## config.mk

```make
export PLATFORM = sky130hd
export DESIGN_NAME = pe_result_collector
export DESIGN_NICKNAME = d
export VERILOG_FILES = /design/src/rtl/pe_result_collector_pkg.sv /design/src/rtl/pe_result_collector_result_ram.sv /design/src/rtl/pe_result_collector.sv
export SDC_FILE = /design/constraint.sdc
export NUM_CORES = 1
export LEC_CHECK = 0
export CORE_ASPECT_RATIO = 0.75
export CORE_MARGIN = 4
export CORE_UTILIZATION = 30
export DETAILED_ROUTE_END_ITERATION = 8
export GPL_TIMING_DRIVEN = 0
export PLACE_DENSITY_LB_ADDON = 0.2
export REMOVE_ABC_BUFFERS = 1
export SLEW_MARGIN = 30
export SYNTH_ARGS = -nofsm -noshare
export SYNTH_HDL_FRONTEND = slang
export SYNTH_SLANG_ARGS = --single-unit
```

## constraint.sdc

```tcl
create_clock -name clk -period 8.1 [get_ports clk]
set_input_delay 2.43 -clock clk [delete_from_list [all_inputs] [get_ports clk]]
set_output_delay 2.43 -clock clk [all_outputs]
set_load 0.005 [all_outputs]
```

## src/rtl/pe_result_collector_pkg.sv

```systemverilog
// pe_result_collector_pkg: state encodings and default widths shared with the PE group.
package pe_result_collector_pkg;

    typedef enum logic [1:0] {
        IDLE    = 2'd0,
        COLLECT = 2'd1,
        DONE    = 2'd2
    } state_e;

    localparam int DATA_WIDTH   = 32;
    localparam int BUFFER_WIDTH = 4;

endpackage

```

## src/rtl/pe_result_collector_result_ram.sv

```systemverilog
// pe_result_collector_result_ram: simple dual-port result buffer, sync write, registered read.
module pe_result_collector_result_ram #(
    parameter int DataWidth   = 32,
    parameter int BufferWidth = 4,
    parameter int BufferSize  = 2 ** BufferWidth
) (
    input  logic                   clk,
    input  logic                   aclr,
    input  logic                   clk_en,
    input  logic                   wr_en,
    input  logic [BufferWidth-1:0] wr_addr,
    input  logic [DataWidth-1:0]   wr_data,
    input  logic                   rd_en,
    input  logic [BufferWidth-1:0] rd_addr,
    output logic [DataWidth-1:0]   rd_data
);

    logic [DataWidth-1:0] mem [BufferSize];
    logic [DataWidth-1:0] rd_data_q, rd_data_d;

    always_ff @(posedge clk)
        if (clk_en && wr_en) mem[wr_addr] <= wr_data;

    // Non-blocking update of mem means a same-address read sees the old word.
    always_comb rd_data_d = rd_en ? mem[rd_addr] : rd_data_q;

    always_ff @(posedge clk or negedge aclr)
        if (!aclr) rd_data_q <= '0;
        else if (clk_en) rd_data_q <= rd_data_d;

    assign rd_data = rd_data_q;

endmodule

```

## src/rtl/pe_result_collector.sv

```systemverilog
// pe_result_collector: buffers a programmed number of PE group results and serves indexed reads.
module pe_result_collector
    import pe_result_collector_pkg::*;
#(
    parameter int DataWidth   = DATA_WIDTH,
    parameter int BufferWidth = BUFFER_WIDTH,
    parameter int BufferSize  = 2 ** BufferWidth
) (
    input  logic                   clk,
    input  logic                   aclr,
    input  logic                   clk_en,
    input  logic                   Start,
    input  logic [BufferWidth:0]   Result_Count,
    input  logic                   O_DataInValid,
    output logic                   O_DataInRdy,
    input  logic [DataWidth-1:0]   O_DataIn,
    input  logic                   Rd_En,
    input  logic [BufferWidth-1:0] Rd_Addr,
    output logic [DataWidth-1:0]   Rd_Data,
    output logic                   Rd_DataValid,
    output logic                   Done,
    output logic                   Err,
    output logic [BufferWidth:0]   Stored_Count
);

    localparam logic [BufferWidth:0] SizeW = (BufferWidth + 1)'(BufferSize);

    state_e               state_q, state_d;
    logic [BufferWidth:0] cnt_q, cnt_d, target_q, target_d, cnt_inc;
    logic                 err_q, err_d, rd_valid_q, rd_valid_d;
    logic                 hs;

    // Start wins over a same-cycle handshake, so the colliding word is dropped.
    assign hs      = clk_en && !Start && state_q == COLLECT && O_DataInValid;
    assign cnt_inc = cnt_q + 1'b1;

    always_ff @(posedge clk or negedge aclr)
        if (!aclr) state_q <= IDLE;
        else if (clk_en) state_q <= state_d;

    always_comb begin
        state_d = state_q;
        if (Start) state_d = (Result_Count == '0) ? DONE : COLLECT;
        else if (hs && cnt_inc == target_q) state_d = DONE;
    end

    always_comb begin
        O_DataInRdy = state_q == COLLECT;
        Done        = state_q == DONE;
    end

    always_comb begin
        cnt_d      = Start ? '0 : hs ? cnt_inc : cnt_q;
        target_d   = Start ? ((Result_Count > SizeW) ? SizeW : Result_Count) : target_q;
        err_d      = Start ? (Result_Count > SizeW) : err_q;
        rd_valid_d = Rd_En;
    end

    always_ff @(posedge clk or negedge aclr)
        if (!aclr) begin
            cnt_q      <= '0;
            target_q   <= '0;
            err_q      <= 1'b0;
            rd_valid_q <= 1'b0;
        end else if (clk_en) begin
            cnt_q      <= cnt_d;
            target_q   <= target_d;
            err_q      <= err_d;
            rd_valid_q <= rd_valid_d;
        end

    assign Err          = err_q;
    assign Stored_Count = cnt_q;
    assign Rd_DataValid = rd_valid_q;

    // Write pointer is the low bits of the count; it never wraps since target <= BufferSize.
    pe_result_collector_result_ram #(
        .DataWidth  (DataWidth),
        .BufferWidth(BufferWidth),
        .BufferSize (BufferSize)
    ) result_ram (
        .clk    (clk),
        .aclr   (aclr),
        .clk_en (clk_en),
        .wr_en  (hs),
        .wr_addr(cnt_q[BufferWidth-1:0]),
        .wr_data(O_DataIn),
        .rd_en  (Rd_En),
        .rd_addr(Rd_Addr),
        .rd_data(Rd_Data)
    );

endmodule

```

-- Word level (Yosys, flattened, before mapping)
Memories as Yosys holds them, arrays and structs flattened. A register that Yosys moved wholly into a read port is not among the register bits.
Index checks and enable logic that the tools add are counted.
- add/sub/neg operators: 1
- multipliers: 0
- divide/modulo/power cells: 0
- $lt $le $gt $ge: 1
- eq/ne operators: 3
- shift-type cells: 0
- multiplexer cells: 8
- bitwise gates (word level): 0
- reduce and logical (&&, ||, !) cells: 14
- operators with widths (kind ; number):
    $mux 5 ; 3
    $reduce_and 2->1 ; 4
    $mux 2 ; 3
    $add 5x1->5 const B ; 1
    $eq 5x5->1 ; 1
    $gt 5x5->1 const B ; 1
    $logic_and 1x1->1 ; 5
    $logic_not 5->1 ; 1
    $reduce_bool 2->1 ; 2
    $eq 2x1->1 const B ; 1
    $eq 2x2->1 const B ; 1
    $logic_not 1->1 ; 2
    $mux 1 ; 2
- register bits after elaboration: 14
- bits in latches: 0
- bits in writable memories: 512
- memory bits (read-only): 0
- word-level logic and storage cells: 33
- memories kept: 1
- memories (memory ; words ; width ; rd ports ; clocked after Yosys merged registers in ; wr ports ; line ; RTL):
    result_ram.mem ; 16 ; 32 ; 1 ; 1 ; 1 ; pe_result_collector_result_ram.sv:18 ; logic [DataWidth-1:0] mem [BufferSize];

-- Longest topological paths before layout
Gate-level depths: netlist (run 1).
- depth in word-level cells: 7
- mapped depth: 6
- mapped depth without buffers: 6

-- Hierarchy
Synthesis (run 1) repeated with hierarchy kept, for this count alone.
- cell total of the unflattened synthesis: 1278
- area total of the unflattened synthesis: 21647.0 um^2
- modules (own cells, without submodules) (module ; times used ; cells an instance ; area an instance (um^2)):
    pe_result_collector_result_ram ; 1 ; 1205 ; 20932.6
    pe_result_collector ; 1 ; 73 ; 714.4

-- Worst setup path before layout (run 1)
OpenSTA, ideal clock, no wires.
- kind: input to register
- start: in clk_en
- end: mem result_ram.mem[3][0] (enable)
- arrival: 5.373 ns
- required time: 7.639 ns
- setup slack: 2.266 ns
- stages: 5
- path buffers: 1
- cell sequence: nand4b_1 nor2_1 clkbuf_1 nand2_1 nor3_1
- cells in the longest elaborated chain, start to end: 6
- ends and longest elaborated chain (what ; line ; RTL):
    start: declaration ; pe_result_collector.sv:11 ; input logic clk_en,
    $logic_and 1x1->1 (3 in series) ; pe_result_collector.sv:34 ; assign hs = clk_en && !Start && state_q == COLLECT && O_DataInValid;
    $logic_and 1x1->1 (*) ; pe_result_collector_result_ram.sv:22 ; if (clk_en && wr_en) mem[wr_addr] <= wr_data;
    $mux 1 (*) ; pe_result_collector_result_ram.sv:22 ;
    $mux 1 (not written as such) (*) ; pe_result_collector_result_ram.sv:22 ;
    end: declaration ; pe_result_collector_result_ram.sv:18 ;
Mark *: on every way between the ends. The rest lies on a longest branch, timed or not.

-- Final worst setup path (run 1)
- start: in clk_en
- end: mem result_ram.mem[2][9] (enable)
Same word-level chain as after synthesis.

==> summary by stage, run 1 <==
Status
The run finished with clean final reports.

Detailed routing
After detailed routing, the average wire length per cell comes to 23.56 um. For this run, design rule violations remaining after detail routing come to 0. The count of nets left with antenna violations once routing finished came out at 0. Before antenna repair, the detailed router went through 4 iterations.

Summing over every cut layer, the via total after detailed routing is 9808. The number of vias per cell after detailed routing is 4.646. Wires add up to 49730 um. The DRC violation total after the first TritonRoute iteration is 734.

Cells and area
The combined flip-flop and latch cell area is 0.01653 mm^2. The layout overhead on the synthesized area is 23.02%. The share of layout cells above drive strength 1 is 25.52%. At the end of the flow the core is filled with cells to 37.36%. In the final layout, the multi-input gates occupy 0.004613 mm^2.

After the last flow step, the layout net total stands at 1168. After routing the design area is 0.02623 mm^2. After filler insertion, the fill cell instance count of the layout stands at 6442.

Power
The clock network accounts for 41.7% of the total power. Of the total power, the share spent switching nets is 20.48%. IR analysis of the VDD net gives a maximum drop of 0.1554 mV. In this run the static leakage power is 8.688 nW. The cell area power density is 231.7 mW/mm^2. Of the total power, registers draw 52.8%. For this design the total switching power over the nets is 1.245 mW. The overall power is 6.076 mW.

The internal portion of the total power is 4.832 mW. The combinational share of power is 5.6%.

Die
The standard-cell row count is 84. The core region is 0.07021 mm^2. The die height is 238.9 um. The die is 315.8 um wide. The total die area is 0.07544 mm^2. The number of ports placed on the die boundary is 88. The starting density of the core is 30.37%.

CTS
Buffers inserted during clock tree synthesis total 56. The H-tree was split into 2 levels. The clock passes through at most 3 buffers.

The setup fix buffers added after clock tree synthesis is 0. The number of gates resized after CTS was 0. The clock reaches the later pin of the worst-skew pair after 0.60 ns. The TritonCTS sink count is 558. After clock tree synthesis, the flow added hold-fix buffers numbering 0. The library cell used as clock root buffer is sky130_fd_sc_hd__clkbuf_16. TritonCTS built the clock tree. After clock tree synthesis, the clock-pin slew on the worst setup and hold paths is 0.06 ns.

Setup path
The maximum fanout count along the critical path is 12. The category of the worst setup path launch point is a primary input. Data arrives at the worst endpoint at 5.71 ns.

The data required time at the worst endpoint is 8.41 ns. The critical path in this run is classified as in -> reg. The worst setup path is captured at a flip-flop.

STA
The worst path uses 66.66% of the clock period. The total count of max-transition violations in the final report is 0. Setup violations remaining at the end of the flow were counted as 0.

On the final layout, the worst clock skew is 0.02527 ns. The summed negative setup slack over all endpoints is 0 ns. The hold violation count in the final report is 0. The slew at the pin closest to its max-slew limit is 0.7810 ns. For this run, the top clock speed supported by timing is 0.1852 GHz. Setup repair after global routing left no endpoint under its margin.

The smallest clock period supported by the final layout is computed as 5.399 ns. The worst slew margin relative to its limit is 47.74%.

Synthesis
In this run, synthesis inferred 512 flip-flops with an integrated enable. The average footprint of a synthesized cell is 22.35 um^2. sky130_fd_sc_hd__edfxtp_1 takes more of the synthesized area than any other cell. The sequential fraction of the synthesis area is 77.52%.

Counting flops and latches in the post-synthesis netlist gives 558. The top cell type by area accounts for 72.12% of the synthesized area. The Yosys step of the flow raised 0 warnings. The fraction of registers with async set/reset is 8.244%. After synthesis, the most frequently instantiated cells are 512 x sky130_fd_sc_hd__edfxtp_1, 128 x sky130_fd_sc_hd__mux4_2, 65 x sky130_fd_sc_hd__mux2i_1. The post-synthesis cell type count is 34. By area the synthesized netlist is led by sky130_fd_sc_hd__edfxtp_1 72%, sky130_fd_sc_hd__mux4_2 14%, sky130_fd_sc_hd__dfrtp_1 5.4%, sky130_fd_sc_hd__mux2i_1 3.1%, sky130_fd_sc_hd__a21o_1 1.1%. Among all cell types in the netlist, the one instantiated most often is sky130_fd_sc_hd__edfxtp_1.

The post-synthesis instance area is 0.02132 mm^2. The number of cells produced by synthesis is 954. The main flop type after synthesis is sky130_fd_sc_hd__edfxtp_1.

Global routing
Entering global routing, the biggest net connects 67 pins. The global-route wire length before repair is 73740 um. Summed over all layers, the global routing overflow is 0.

The initial antenna violation count is 2. The number of global-route vias before repair came to 10570. For this run, the total global-route usage over all layers was measured as 13.34%.

Place
The number of port buffers is 87. In this run the cell area measured after placement is 0.02442 mm^2. Routability-driven placement finished with a final weighted congestion of 0.6778. The final HPWL from detailed placement is 31520 um.

Worst hold path
The type of the worst min-delay path is reg -> reg.

Run
Across the run, the number of max-cap violations was 0.
-- layout make-up --
class	count	area share (%)
Sequential cell	558	63.01
Multi-Input combinational cell	344	17.59
Timing Repair Buffer	154	7.958
Clock buffer	87	6.216
Tap cell	946	4.513
Clock inverter	18	0.6584
Inverter	3	0.04294
Antenna cell	1	0.009542
-- cell families (layout without fill, tap and decap cells) --
family          count (synthesis)  after routing  synth area share (%)
compound gates                 78             78                 2.483
xor+xnor                        8              8                0.3287
fa+ha+maj                       4              4                0.2348
buf+inv                        52            262                 1.467
flops                         558            558                 77.52
mux                           194            194                 16.63
other cells                     0              1                     0
simple gates                   60             60                 1.344
-- final timing paths --
kind	startpoint	end	slack (ns)	depth (start not counted)
worst max-delay path	clk_en	result_ram.mem[2][9]$_DFFE_PP_	2.70	8
worst min-delay path	result_ram.rd_data[18]$_DFFE_PN0P_	result_ram.rd_data[18]$_DFFE_PN0P_	0.47	1
worst max register to register	state_q[1]$_DFFE_PN0P_	result_ram.mem[2][9]$_DFFE_PP_	4.79	7
worst min register to register	result_ram.rd_data[18]$_DFFE_PN0P_	result_ram.rd_data[18]$_DFFE_PN0P_	0.47	1
max in group asynchronous	aclr	result_ram.rd_data[22]$_DFFE_PN0P_	5.81	2
min in group asynchronous	aclr	result_ram.rd_data[10]$_DFFE_PN0P_	1.74	1
-- power groups by stage --
stage               clock (mW)  sequential [mW]  combinational [mW]
CTS                       2.61             3.21               0.349
global placement             0             3.27               0.398
detailed placement           0             3.27               0.348
floorplan                    0             3.26               0.129
global route              2.74             3.21               0.369
finish                    2.53             3.21               0.338
-- per-layer routing --
layer  global-route usage (%)  vias to the layer above  share of wire, %
met5                        0                        -             0.026
met4                    3.079                        2               1.6
met3                    2.444                       62               3.6
met2                    22.83                      160                50
met1                    17.82                     5252                44
li1                         -                     4332                 -
-- metrics by stage --
step | instances | setup WS (ns) | hold slack [ns]
3_3_place_gp | 1938 | -4.641 | 0.4619
5_1_grt | 2110 | 2.509 | 0.4963
3_5_place_dp | 2005 | 2.048 | 0.4647
6_report | 2111 | 2.701 | 0.4736
4_1_cts | 2110 | 2.749 | 0.4783
2_1_floorplan | 905 | 2.229 | 0.4667
-- registers in the layout, summed over array words and instances, names as in the netlist --
signal and count:
result_ram.mem 512, target_q 5, result_ram.rd_data 32, Stored_Count 5
state_q 2, Err 1, Rd_DataValid 1
-- critical path, stage by stage --
cell,delay (ns)
sky130_fd_sc_hd__clkdlybuf4s50_1,0.67
sky130_fd_sc_hd__nand4b_1,0.21
sky130_fd_sc_hd__nor2_1,0.64
sky130_fd_sc_hd__nand2_1,0.40
sky130_fd_sc_hd__nor3_2,0.69
sky130_fd_sc_hd__buf_4,0.31
sky130_fd_sc_hd__buf_6,0.16
sky130_fd_sc_hd__buf_4,0.18
-- cells in the final DEF (no fill, tap or decap), types with 12 or more instances in the layout --
cell	synthesis	layout
sky130_fd_sc_hd__buf_16	0	29
sky130_fd_sc_hd__clkbuf_16	0	58
sky130_fd_sc_hd__clkbuf_1	16	22
sky130_fd_sc_hd__a21o_1	32	32
sky130_fd_sc_hd__mux2i_1	65	65
sky130_fd_sc_hd__mux4_2	128	128
sky130_fd_sc_hd__buf_4	1	22
sky130_fd_sc_hd__nor2_4	0	12
sky130_fd_sc_hd__o22ai_1	32	32
sky130_fd_sc_hd__dfrtp_1	46	46
sky130_fd_sc_hd__edfxtp_1	512	512
sky130_fd_sc_hd__clkdlybuf4s50_1	0	83
sky130_fd_sc_hd__nand2_1	21	20
Power figures use the tool's default switching activity.
==> inputs of run 2 (changes only) <==
==> constraint.sdc (replaced) <==
create_clock -name clk -period 4.5 [get_ports clk]
set_input_delay 1.35 -clock clk [delete_from_list [all_inputs] [get_ports clk]]
set_output_delay 1.35 -clock clk [all_outputs]
set_load 0.005 [all_outputs]
==> summary by stage, run 2 (synthesized netlist as in run 1, its figures left out) <==
CTS
The clock latency reported for the late side of the worst-skew pair came to 0.60 ns (about the same). The maximum clock insertion buffer count came to 3 (unchanged). The number of buffers created by CTS is 56 (unchanged). TritonCTS built the clock tree. The setup fix buffers added after clock tree synthesis is 0 (unchanged). The clock edge transition at the registers on the reported setup and hold paths was 0.06 ns (about the same). The tree is rooted in a sky130_fd_sc_hd__clkbuf_16. The level count of the clock H-tree is 2 (unchanged). The TritonCTS sink count came to 558 (unchanged).

STA
The hold violation count in the final report is 0 (unchanged). Setup repair after global routing left no endpoint under its margin. The largest clock skew in the final design is 0.02619 ns (+0.0009184 ns).

Based on the critical path, the design can be clocked at up to 0.2467 GHz. The clock period minus final worst setup slack is 4.054 ns. The total count of max-transition violations in the final report is 0 (unchanged).

The slew at the pin closest to its max-slew limit is 0.7291 ns (-0.05188 ns). The fraction of the cycle the final worst path needs is 90.08%. The worst slew margin relative to its limit is 51.39% (+3.7 points). The final setup violation count came to 0 (unchanged).

Global routing
The global routing's busiest layer is met2. The global routing met2 resource utilization is 22.83% (unchanged). The leftover overflow at the end of global routing is 0 (unchanged).

The maximum number of pins on one net before global-route repair is 67 (unchanged). The global-route wire length before repair is 73740 um (unchanged). The initial antenna violation count is 2 (unchanged). The met1 routing resource usage after global routing is 17.82% (unchanged). The total global routing track utilization is 13.34% (unchanged).

The number of global-route vias before repair is 10570 (unchanged). The global-route met3 utilization is 2.444% (unchanged).

Cells and area
The number of flip-flops under the largest register name is 512 (unchanged). The final design area excluding fillers is 0.02623 mm^2 (about the same). The share of layout cells above drive strength 1 is 25.52% (unchanged).

The number of nets in the finished design is 1168 (unchanged). result_ram.mem holds more flip-flops than any other register. The layout overhead on the synthesized area was 23.05% (about the same). The library cell used most frequently in the layout, excluding fill and tap cells, is sky130_fd_sc_hd__edfxtp_1. The final cell utilization of the core is 37.36% (about the same). In the layout the commonest cells are 512 x sky130_fd_sc_hd__edfxtp_1, 128 x sky130_fd_sc_hd__mux4_2, 83 x sky130_fd_sc_hd__clkdlybuf4s50_1, 65 x sky130_fd_sc_hd__mux2i_1, 58 x sky130_fd_sc_hd__clkbuf_16.

Setup path
The worst setup path is captured at a flip-flop. The maximum fanout count along the critical path was 12 (unchanged). The largest stage delay on the critical path came to 0.67 ns (-0.02 ns). STA classifies the critical path startpoint as a primary input. The arrival time of the worst setup path is 4.36 ns (-1.35 ns). The cell at the slowest stage of the critical path is sky130_fd_sc_hd__clkdlybuf4s50_1. The signal on the critical path passes through clkdlybuf4s50_1, nand4b_1, nor2_1, nand2_1, nor3_4, buf_4, buf_6, buf_4. The data required time at the worst endpoint is 4.81 ns (-3.60 ns). Counting stages on the worst path, the most repeated cell is sky130_fd_sc_hd__buf_4.

The category of the critical setup timing path is in -> reg.

Status
The flow ran to the end, and the final reports show no timing, DRC or antenna violations.

Detailed routing
The post-detailed-routing wire length is 49790 um (+0.12%). The number of nets with antenna violations after detailed routing was 0 (unchanged). The DRC violation count after routing is 0 (unchanged). The DRC violation total after the first TritonRoute iteration came to 705 (-4.0%). The number of vias per cell after detailed routing was 4.656 (+0.21%). The overall via count from detail_route was 9829 (+0.21%). The iteration count of the initial detailed-routing pass came to 5 (+1). The detailed-route wire length per cell is 23.59 um (+0.12%).

Place
The post-place instance area is 0.02442 mm^2 (unchanged). The final HPWL from detailed placement is 31520 um (unchanged). The final weighted congestion in routability-driven placement is 0.6778 (unchanged). The number of port buffers came to 87 (unchanged).

Power
The worst IR drop on VDD is 0.2795 mV (+80%). The cell area power density was 416.9 mW/mm^2 (+80%). The overall power came to 10.94 mW (+80%). The leakage power of the design is 8.682 nW (about the same).

Die
The number of ports placed on the die boundary is 88 (unchanged). The starting density of the core was 30.37% (unchanged). The core footprint came to 0.07021 mm^2 (unchanged).

The die height came to 238.9 um (unchanged). The chip width was 315.8 um (unchanged). The total die area is 0.07544 mm^2 (unchanged). The standard-cell row count is 84 (unchanged).

Run
The max-capacitance violation count is 0 (unchanged).

Worst hold path
The worst hold path belongs to the class reg -> reg.
-- run 2: cell counts in the layout (fill, tap and decap cells not counted) --
No cell type changed its count.
-- run 2: layer usage --
metal	wire (um)	vias to the layer above
met5	13	-
met4	816	2
met3	1853	62
met2	25160	168
met1	21950	5267
li1	-	4330
-- run 2: area by class of cell --
type | instances | area, um^2
tap | 946 | 1184
timing repair buffer | 154 | 2087
inverter | 3 | 11.26
multi-input combinational | 344 | 4619
antenna | 1 | 2.502
fill | 6442 | 43970
clock buffer | 87 | 1630
sequential | 558 | 16530
clock inverter | 18 | 172.7
-- run 2: power by group --
| part | internal, mW | total, mW | switching [mW] |
|---|---|---|---|
| clock | 2.65 | 4.56 | 1.91 |
| combinational | 0.317 | 0.608 | 0.291 |
| sequential | 5.73 | 5.77 | 0.0440 |
-- run 2: critical path: cells and delay by family --
kind	cells	cell delay, ns
and+or+nand+nor	4	1.71
buffers and inverters	4	1.28
-- run 2: what timing repair did --
action                     4_1_cts  5_1_grt
hold buffers                     0        0
setup endpoints to repair        0        5
hold endpoints to repair         0        0
resized for setup                0        1
-- run 2: worst paths after layout --
| check | from | cells past startpoint | endpoint | slack [ns] |
|---|---|---|---|---|
| worst max-delay path | clk_en | 8 | result_ram.mem[2][9]$_DFFE_PP_ | 0.45 |
| worst min-delay path | result_ram.rd_data[18]$_DFFE_PN0P_ | 1 | result_ram.rd_data[18]$_DFFE_PN0P_ | 0.47 |
| worst max register to register | state_q[1]$_DFFE_PN0P_ | 7 | result_ram.mem[2][9]$_DFFE_PP_ | 1.46 |
| worst min register to register | result_ram.rd_data[18]$_DFFE_PN0P_ | 1 | result_ram.rd_data[18]$_DFFE_PN0P_ | 0.47 |
| max in group asynchronous | aclr | 2 | result_ram.rd_data[22]$_DFFE_PN0P_ | 3.29 |
| min in group asynchronous | aclr | 1 | result_ram.rd_data[10]$_DFFE_PN0P_ | 0.65 |
-- run 2: through the flow --
step	instances	setup TNS, ns	worst slack (ns)	hold WS, ns
after floorplan	905	-35.13	-0.2912	0.4667
after global placement	1938	-1803.13	-7.161	0.4619
after detailed placement	2005	-16.13	-0.4724	0.4647
after CTS	2110	0	0.2291	0.4783
after global routing	2110	0	0.2002	0.4963
final	2111	0	0.4465	0.4736
